File: src/rtl/uart_pkg.sv
// Shared state encodings and parity-mode constants for the buffered UART transmitter.
package uart_pkg;

    typedef enum logic [2:0] {
        S_IDLE   = 3'd0,
        S_START  = 3'd1,
        S_DATA   = 3'd2,
        S_PARITY = 3'd3,
        S_STOP   = 3'd4
    } tx_state_e;

    localparam int PARITY_NONE = 0;
    localparam int PARITY_EVEN = 1;
    localparam int PARITY_ODD  = 2;

endpackage

File: src/rtl/uart_tx_fifo.sv
// Transmit FIFO with registered status flags and a one-cycle overflow pulse.
module uart_tx_fifo #(
    parameter int WIDTH = 8,
    parameter int DEPTH = 4
) (
    input  logic                     clk_i,
    input  logic                     rst_i,
    input  logic                     wr_en_i,
    input  logic [WIDTH-1:0]         wr_data_i,
    input  logic                     rd_en_i,
    output logic [WIDTH-1:0]         rd_data_o,
    output logic                     empty_o,
    output logic                     full_o,
    output logic [$clog2(DEPTH):0]   count_o,
    output logic                     overflow_o
);

    localparam int AW = $clog2(DEPTH);

    logic [WIDTH-1:0] mem_q [DEPTH];
    logic [AW-1:0]    wr_ptr_q, wr_ptr_d;
    logic [AW-1:0]    rd_ptr_q, rd_ptr_d;
    logic [AW:0]      count_q, count_d;
    logic             empty_q, empty_d;
    logic             full_q, full_d;
    logic             overflow_q, overflow_d;
    logic             do_push, do_pop;

    // A full FIFO still accepts a write when the head is popped in the same cycle.
    always_comb begin
        do_pop     = rd_en_i && !empty_q;
        do_push    = wr_en_i && (!full_q || do_pop);
        wr_ptr_d   = wr_ptr_q + AW'(do_push);
        rd_ptr_d   = rd_ptr_q + AW'(do_pop);
        count_d    = count_q + (AW+1)'(do_push) - (AW+1)'(do_pop);
        empty_d    = (count_d == '0);
        full_d     = (count_d == (AW+1)'(DEPTH));
        overflow_d = wr_en_i && full_q && !do_pop;
    end

    always_ff @(posedge clk_i or posedge rst_i) begin
        if (rst_i) begin
            mem_q      <= '{default: '0};
            wr_ptr_q   <= '0;
            rd_ptr_q   <= '0;
            count_q    <= '0;
            empty_q    <= 1'b1;
            full_q     <= 1'b0;
            overflow_q <= 1'b0;
        end else begin
            if (do_push) begin
                mem_q[wr_ptr_q] <= wr_data_i;
            end
            wr_ptr_q   <= wr_ptr_d;
            rd_ptr_q   <= rd_ptr_d;
            count_q    <= count_d;
            empty_q    <= empty_d;
            full_q     <= full_d;
            overflow_q <= overflow_d;
        end
    end

    assign rd_data_o  = mem_q[rd_ptr_q];
    assign empty_o    = empty_q;
    assign full_o     = full_q;
    assign count_o    = count_q;
    assign overflow_o = overflow_q;

endmodule

File: src/rtl/uart_tx_buffered.sv
// UART transmitter fed by a small FIFO; frames are sent back-to-back while Start_Flag is high.
module uart_tx_buffered
    import uart_pkg::*;
#(
    parameter int DATA_WIDTH   = 8,
    parameter int CLKS_PER_BIT = 434,
    parameter int PARITY_MODE  = 0,
    parameter int STOP_BITS    = 1,
    parameter int FIFO_DEPTH   = 4
) (
    input  logic                        CLOCK_50,
    input  logic                        Reset,
    input  logic [DATA_WIDTH-1:0]       Input_Data,
    input  logic                        Load_Data,
    input  logic                        Start_Flag,
    output logic                        Serial_Data,
    output logic [2:0]                  State,
    output logic                        Busy,
    output logic                        Tx_Done,
    output logic                        FIFO_Empty,
    output logic                        FIFO_Full,
    output logic [$clog2(FIFO_DEPTH):0] FIFO_Count,
    output logic                        Overflow
);

    localparam int STOP_CLKS = STOP_BITS * CLKS_PER_BIT;
    localparam int CNT_W     = $clog2(STOP_CLKS);
    localparam int BIT_W     = $clog2(DATA_WIDTH);

    tx_state_e             state_q, state_d;
    logic [CNT_W-1:0]      cnt_q, cnt_d;
    logic [BIT_W-1:0]      bit_q, bit_d;
    logic [DATA_WIDTH-1:0] shift_q, shift_d;
    logic                  par_q, par_d;
    logic                  line_q, line_d;
    logic                  pop;
    logic                  bit_end, stop_end;
    logic [DATA_WIDTH-1:0] fifo_rdata;

    uart_tx_fifo #(
        .WIDTH (DATA_WIDTH),
        .DEPTH (FIFO_DEPTH)
    ) u_fifo (
        .clk_i      (CLOCK_50),
        .rst_i      (Reset),
        .wr_en_i    (Load_Data),
        .wr_data_i  (Input_Data),
        .rd_en_i    (pop),
        .rd_data_o  (fifo_rdata),
        .empty_o    (FIFO_Empty),
        .full_o     (FIFO_Full),
        .count_o    (FIFO_Count),
        .overflow_o (Overflow)
    );

    assign bit_end  = (cnt_q == CNT_W'(CLKS_PER_BIT - 1));
    assign stop_end = (cnt_q == CNT_W'(STOP_CLKS - 1));

    always_comb begin
        state_d = state_q;
        cnt_d   = cnt_q + CNT_W'(1);
        bit_d   = bit_q;
        shift_d = shift_q;
        par_d   = par_q;
        line_d  = line_q;
        pop     = 1'b0;

        unique case (state_q)
            S_IDLE: begin
                cnt_d  = '0;
                line_d = 1'b1;
                if (Start_Flag && !FIFO_Empty) begin
                    pop     = 1'b1;
                    shift_d = fifo_rdata;
                    par_d   = (^fifo_rdata) ^ (PARITY_MODE == PARITY_ODD);
                    bit_d   = '0;
                    line_d  = 1'b0;
                    state_d = S_START;
                end
            end
            S_START: begin
                if (bit_end) begin
                    cnt_d   = '0;
                    bit_d   = '0;
                    line_d  = shift_q[0];
                    state_d = S_DATA;
                end
            end
            S_DATA: begin
                // Line is registered, so the next bit is taken from shift_q[1] before shifting.
                if (bit_end) begin
                    cnt_d = '0;
                    if (bit_q == BIT_W'(DATA_WIDTH - 1)) begin
                        if (PARITY_MODE != PARITY_NONE) begin
                            line_d  = par_q;
                            state_d = S_PARITY;
                        end else begin
                            line_d  = 1'b1;
                            state_d = S_STOP;
                        end
                    end else begin
                        bit_d   = bit_q + BIT_W'(1);
                        shift_d = shift_q >> 1;
                        line_d  = shift_q[1];
                    end
                end
            end
            S_PARITY: begin
                if (bit_end) begin
                    cnt_d   = '0;
                    line_d  = 1'b1;
                    state_d = S_STOP;
                end
            end
            S_STOP: begin
                if (stop_end) begin
                    cnt_d = '0;
                    if (Start_Flag && !FIFO_Empty) begin
                        pop     = 1'b1;
                        shift_d = fifo_rdata;
                        par_d   = (^fifo_rdata) ^ (PARITY_MODE == PARITY_ODD);
                        bit_d   = '0;
                        line_d  = 1'b0;
                        state_d = S_START;
                    end else begin
                        line_d  = 1'b1;
                        state_d = S_IDLE;
                    end
                end
            end
            default: begin
                cnt_d   = '0;
                line_d  = 1'b1;
                state_d = S_IDLE;
            end
        endcase
    end

    always_ff @(posedge CLOCK_50 or posedge Reset) begin
        if (Reset) begin
            state_q <= S_IDLE;
            cnt_q   <= '0;
            bit_q   <= '0;
            shift_q <= '0;
            par_q   <= 1'b0;
            line_q  <= 1'b1;
        end else begin
            state_q <= state_d;
            cnt_q   <= cnt_d;
            bit_q   <= bit_d;
            shift_q <= shift_d;
            par_q   <= par_d;
            line_q  <= line_d;
        end
    end

    assign Serial_Data = line_q;
    assign State       = state_q;
    assign Busy        = (state_q != S_IDLE);
    assign Tx_Done     = (state_q == S_STOP) && stop_end;

endmodule

File: config.mk
export PLATFORM = sky130hd
export DESIGN_NAME = uart_tx_buffered
export DESIGN_NICKNAME = d
export VERILOG_FILES = /design/src/rtl/uart_pkg.sv /design/src/rtl/uart_tx_fifo.sv /design/src/rtl/uart_tx_buffered.sv
export SDC_FILE = /design/constraint.sdc
export NUM_CORES = 1
export LEC_CHECK = 0
export CAP_MARGIN = 5
export CORE_MARGIN = 2
export CORE_UTILIZATION = 58
export DETAILED_ROUTE_END_ITERATION = 10
export GPL_ROUTABILITY_DRIVEN = 1
export HOLD_SLACK_MARGIN = 0.02
export PLACE_DENSITY = 0.79
export SLEW_MARGIN = 20
export SYNTH_ARGS = -nofsm -noshare
export SYNTH_HDL_FRONTEND = slang
export SYNTH_HIERARCHICAL = 1
export SYNTH_SLANG_ARGS = --single-unit
export TNS_END_PERCENT = 100
File: constraint.sdc
create_clock -name CLOCK_50 -period 3.45 [get_ports CLOCK_50]
set_input_delay 0.345 -clock CLOCK_50 [delete_from_list [all_inputs] [get_ports CLOCK_50]]
set_output_delay 0.345 -clock CLOCK_50 [all_outputs]
set_load 0.05 [all_outputs]
Word level (Yosys, flattened, before mapping)
Cells that the tools add are included.

Register bits: 66. Input bits: 12. Output and inout port bits: 12. Logic and storage cells: 98.

$add $sub $neg: 6. Magnitude comparators: 3. Equality and inequality tests: 14. Multiplexer cells: 37. Bitwise operators: 2. Reductions and logical operators: 21.

Operators with widths (number): $mux W8 (7); $mux W3 (11); $bwmux W32 (1); $pmux W8 S3 (1); $mux W9 (2); $bmux W8 S2 (1); $demux W8 S2 (1); $pmux W3 S5 (1); $ne A2 B2 Y1 const B (7); $pmux W3 S4 (1); $add A9 B1 Y9 const B (1); $eq A3 B3 Y1 const B (3); $eq A9 B9 Y1 const B (1); $mux W1 (9); $reduce_and A4 Y1 (2); $logic_and A1 B1 Y1 (7); $eq A3 B2 Y1 const B (2); $ge A3 B3 Y1 const B (2); $logic_not A3 Y1 (2); $not A2 Y3 (2); $reduce_and A6 Y1 (1); $reduce_bool A3 Y1 (2); $pmux W1 S5 (1); $reduce_and A5 Y1 (1); other kinds (11) (14).

Logic depth before layout (Yosys ltp)
Depth in word-level cells: 11. Gate-level depth with buffers: 17. Mapped depth without buffers: 16.

By module
The synthesis kept the hierarchy.

Modules (own cells, without submodules): uart_tx_fifo (instances 1, cells each 115, area each 1859.3 um2); uart_tx_buffered (instances 1, cells each 113, area each 1295.0 um2).

Worst setup path before layout
OpenSTA, ideal clock, no wires.

Path type: register -> register. Start point: register state_q[1], in the netlist State[1]. End point: register u_fifo.full_q, in the netlist u_fifo/full_o. Library setup time: 0.088 ns. Arrival time: 3.278 ns. Setup slack: 0.083 ns. Stages on the path, launching flop included: 16. Path buffers: 2. Clock period less this slack: 3.367 ns. Cell sequence: dfrtp_1 buf_6 or4b_4 a21oi_1 nand2b_4 buf_6 a21oi_1 inv_1 ha_1 inv_1 ha_1 inv_1 fa_1 xnor2_1 xnor2_1 nor3b_1.

Longest elaborated chain between the ends: 8. Elaborated cells on any way between the ends: 9. Those cells by class: add/sub (2); eq/ne (2); mux (1); reduce/logical (4).

Ends and longest elaborated chain: start, declared (RTL line uart_tx_buffered.sv:30) `tx_state_e state_q, state_d;`; start signal, assigned (RTL line uart_tx_buffered.sv:148) `state_q <= state_d;`; $eq A3 B3 Y1 or $logic_not A3 Y1 (tied branches) (RTL line uart_tx_buffered.sv:68) `unique case (state_q)`; $pmux W1 S2 (*) (RTL line uart_tx_buffered.sv:68); named net pop (RTL line uart_tx_buffered.sv:36) `logic pop;`; $logic_and A1 B1 Y1 (*) (RTL line uart_tx_fifo.sv:31) `do_pop = rd_en_i && !empty_q;`; $logic_or A1 B1 Y1 (RTL line uart_tx_fifo.sv:32) `do_push = wr_en_i && (!full_q || do_pop);`; $logic_and A1 B1 Y1 (RTL line uart_tx_fifo.sv:32); $add A3 B1 Y3 (RTL line uart_tx_fifo.sv:35) `count_d = count_q + (AW+1)'(do_push) - (AW+1)'(do_pop);`; $sub A3 B1 Y3 (*) (RTL line uart_tx_fifo.sv:35); named net u_fifo.count_d[2] (RTL line uart_tx_fifo.sv:23) `logic [AW:0] count_q, count_d;`; $eq A3 B3 Y1 (*) (RTL line uart_tx_fifo.sv:37) `full_d = (count_d == (AW+1)'(DEPTH));`; named net u_fifo.full_d (RTL line uart_tx_fifo.sv:25) `logic full_q, full_d;`; end signal, assigned (RTL line uart_tx_fifo.sv:58) `full_q <= full_d;`; end, declared (RTL line uart_tx_fifo.sv:25).

Mark *: on every way through the listed nets, which the timed path passes. The rest lies on a longest branch. A chain may end at the register's enable or synchronous reset.

Final worst setup path
Start point: register cnt_q[3]. End point: register u_fifo.full_q, in the netlist u_fifo/full_o.

Longest elaborated chain between the ends: 9.

Ends and longest elaborated chain: start, declared (RTL line uart_tx_buffered.sv:31) `logic [CNT_W-1:0] cnt_q, cnt_d;`; start signal, assigned (RTL line uart_tx_buffered.sv:149) `cnt_q <= cnt_d;`; $eq A9 B9 Y1 (*) (RTL line uart_tx_buffered.sv:57) `assign stop_end = (cnt_q == CNT_W'(STOP_CLKS - 1));`; $mux W1 (*) (RTL line uart_tx_buffered.sv:116) `if (stop_end) begin`; $pmux W1 S2 (*) (RTL line uart_tx_buffered.sv:68); named net pop (RTL line uart_tx_buffered.sv:36); $logic_and A1 B1 Y1 (*) (RTL line uart_tx_fifo.sv:31); $logic_or A1 B1 Y1 (RTL line uart_tx_fifo.sv:32); $logic_and A1 B1 Y1 (RTL line uart_tx_fifo.sv:32); $add A3 B1 Y3 (RTL line uart_tx_fifo.sv:35); $sub A3 B1 Y3 (*) (RTL line uart_tx_fifo.sv:35); named net u_fifo.count_d[2] (RTL line uart_tx_fifo.sv:23); $eq A3 B3 Y1 (*) (RTL line uart_tx_fifo.sv:37); named net u_fifo.full_d (RTL line uart_tx_fifo.sv:25).

Marks and branches as above.

==> flow_summary.json <==
{
  "status": "finished clean",
  "cap_violations": 0,
  "crit_fanout": 5,
  "io_buffer_count": 23,
  "synth_most_common_cell": "dfrtp_1",
  "clock-sinks": 66,
  "finalHoldViolations": 0,
  "rr_endpoint": "u_fifo/full_o$_DFF_PP0_",
  "fin_skew_ns": 0.01253,
  "synth_seq_area_share_pct": 52.44,
  "synth_fp_nets": 249,
  "ys_async_sr_fraction_pct": 100.0,
  "cp-endpoint": "u_fifo/full_o$_DFF_PP0_",
  "synth_area_per_cell_um2": 13.83,
  "cts_tree": "done",
  "fill_cells": 371,
  "grt_pass1_wl_um": 9356,
  "p_clk_share_pct": 19.1,
  "combPwrFrac_pct": 39.5,
  "fin_cells": 336,
  "dpl.hpwl_um": 3803,
  "io_pins": 24,
  "syn_inst": 228,
  "worstSetupPathType": "flop to flop",
  "ys_warn_count": 6,
  "cts_buffers": 9,
  "dp_cells": 320,
  "min_path_type": "input pin to async pin",
  "rsz0062_at_grt": "false",
  "synthTopCellsByArea": "dfrtp_1 51%, mux2_2 14%, mux4_2 5.7%, mux2_4 3.8%, ha_1 3.2%",
  "required_ns": 3.71,
  "ys.flop_type": "dfrtp_1",
  "synth-seq-cells": 66,
  "pwr-share-seq_pct": 41.4,
  "syn_area_um2": 3154,
  "finalWeightedCongestion": 0.8060,
  "first_pass_iters": 4,
  "ir_drop_v": 0.0005252,
  "p_leak_nw": 1.613,
  "core_area_um2": 5172,
  "die_w_um": 77.75,
  "cts_setup_buffers": 0,
  "grt_pass1_vias": 1922,
  "maxSlewHeadroom_pct": 40.63,
  "antenna_found_initial": 0,
  "vias": 1857,
  "worstPathArrival_ns": 3.37,
  "p_sw_share_pct": 34.35,
  "path_clk_slew_ns": 0.07,
  "setup_viol": 0,
  "worst_pin_slew_ns": 0.8895,
  "grt_usage_pct": 20.53,
  "cts_max_path_buffers": 2,
  "fin_crit_ns": 3.116,
  "root_buffer": "clkbuf_8",
  "rows": 26,
  "fp.dieH_um": 77.75,
  "slew_viol_final": 0,
  "max_freq_mhz": 320.9,
  "grt_overflow_total": 0,
  "synth_top_area_cell": "dfrtp_1",
  "grt_max_degree": 43,
  "clock_latency_ns": 0.35,
  "setup-tns-final_ns": 0,
  "viasPerCell": 5.527,
  "startpoint": "cnt_q[3]$_DFF_PP0_",
  "reg2reg_depth": 14,
  "cts_resized": 0,
  "synth_common_cells": "64 x dfrtp_1, 40 x mux2_2, 11 x inv_1, 9 x nor2_1",
  "ys_types": 43,
  "pwr_density_cell_nw_per_um2": 910.1,
  "drc": 0,
  "final_nets": 282,
  "switchingPower_w": 0.001148,
  "endpoint_kind": "flop",
  "wl_um": 5396,
  "start_util_pct": 60.98,
  "detail_route.wl_per_cell_um": 16.06,
  "startpoint_type": "flop",
  "drive_gt1_share_pct": 34.21,
  "reg2reg_from": "cnt_q[3]$_DFF_PP0_",
  "drt_iter0_drc": 57,
  "finalCritPeriodShare_pct": 90.32,
  "die_area_um2": 6044,
  "antenna_cells": 0,
  "drtAntennaViolNets": 0,
  "r2r_slack_ns": 0.33,
  "area_growth_pct": 16.38,
  "synth_top_area_share_pct": 50.77,
  "intPower_w": 0.002193,
  "cts_hold_buf": 0,
  "cts-htree-levels": 3,
  "synth-edff-count": 0
}
[power by group through the flow]
stage	logic [W]	clock network [W]	registers [W]
finish	0.00132	0.000637	0.00138
global route	0.00143	0.000689	0.00143
CTS	0.00133	0.000659	0.00138
detailed placement	0.00133	0	0.00140
global placement	0.00129	0	0.00138
floorplan	0.000958	0	0.00143
[routing by layer]
metal	track usage [%]	vias up	part of all wire, %	wire length [µm]
li1	-	884	-	-
met1	27.04	939	47	2526
met2	31.47	24	48	2606
met3	5.930	10	2.8	153
met4	9.643	0	2.0	109
met5	0	-	0	0
[through the flow]
| step | hold WS [ns] | setup slack (ns) | instance area, µm² | total power [W] | util (%) |
|---|---|---|---|---|---|
| 6_report | 0.4537 | 0.3341 | 3671 | 0.003341 | 70.97 |
| 3_5_place_dp | 0.4781 | 0.02119 | 3478 | 0.002730 | 67.25 |
| 3_3_place_gp | 0.4798 | 0.1796 | 3478 | 0.002665 | 67.25 |
| 5_1_grt | 0.5209 | 0.04389 | 3671 | 0.003550 | 70.97 |
| 2_1_floorplan | 0.3589 | 0.08350 | 3154 | 0.002388 | - |
| 4_1_cts | 0.4555 | 0.3050 | 3671 | 0.003377 | 70.97 |
[logic make-up (layout without fill, tap and decap cells)]
| kind of cell | Yosys count | count (layout) | synth area share [%] |
|---|---|---|---|
| buffers and inverters | 21 | 59 | 3.252 |
| XOR/XNOR | 9 | 9 | 2.499 |
| multiplexers | 56 | 56 | 23.80 |
| adder cells (fa/ha/maj) | 9 | 9 | 3.808 |
| flip-flops | 66 | 66 | 52.44 |
| AO/OA/AOI/OAI | 25 | 25 | 6.387 |
| AND/OR/NAND/NOR | 42 | 42 | 7.814 |
[registers in the layout, summed over array words and instances, names as in the netlist, 2 cells and up]
| signal | flops |
|---|---|
| u_fifo/mem_q | 32 |
| bit_q | 3 |
| u_fifo/rd_ptr_q | 2 |
| u_fifo/wr_ptr_q | 2 |
| State | 3 |
| cnt_q | 9 |
| u_fifo/count_o | 3 |
| shift_q | 8 |
[how the worst min path moves through the flow]
stage	to	slack [ns]	cells after the start
floorplan	State[0]$_DFFE_PP0P_	0.36	1
global placement	cnt_q[0]$_DFF_PP0_	0.48	1
detailed placement	Serial_Data$_DFFE_PP1P_	0.48	2
CTS	u_fifo/mem_q[8]$_DFFE_PP0P_	0.46	3
global route	u_fifo/mem_q[17]$_DFFE_PP0P_	0.52	1
finish	u_fifo/mem_q[30]$_DFFE_PP0P_	0.45	3
[area by class of cell]
cell class | instances | area (µm²) | area share, %
Clock buffer | 9 | 123.9 | 3.374
Clock inverter | 7 | 68.82 | 1.875
Inverter | 11 | 41.29 | 1.125
Multi-Input combinational cell | 141 | 1398 | 38.07
Sequential cell | 66 | 1654 | 45.06
Tap cell | 70 | 87.58 | 2.386
Timing Repair Buffer | 32 | 297.8 | 8.112
[layout by cell type (no fill, tap or decap), drive strengths merged, types with 2 or more instances in the layout]
cell / count
nor3: 3
or3b: 2
a21oi: 7
inv: 12
mux2: 48
nand3: 5
o21a: 2
clkinvlp: 2
and2: 2
buf: 9
clkinv: 3
clkbuf: 9
xor2: 4
clkdlybuf4s50: 23
a22o: 3
nor2b: 4
mux4: 8
ha: 8
nand2: 6
dfstp: 2
nor2: 9
o21ai: 5
dfrtp: 64
xnor2: 5
or3: 2
[critical path, stage by stage (launching register included)]
cell      delay (ns)
dfrtp_1         0.43
nor4bb_1        0.36
nand3_1         0.18
a21oi_1         0.28
nand2b_4        0.08
a21oi_1         0.19
inv_1           0.07
ha_1            0.27
inv_1           0.06
ha_1            0.13
inv_1           0.05
fa_1            0.37
xnor2_1         0.14
xnor2_1         0.21
nor3b_1         0.21
(Power assumes the default switching activity.)
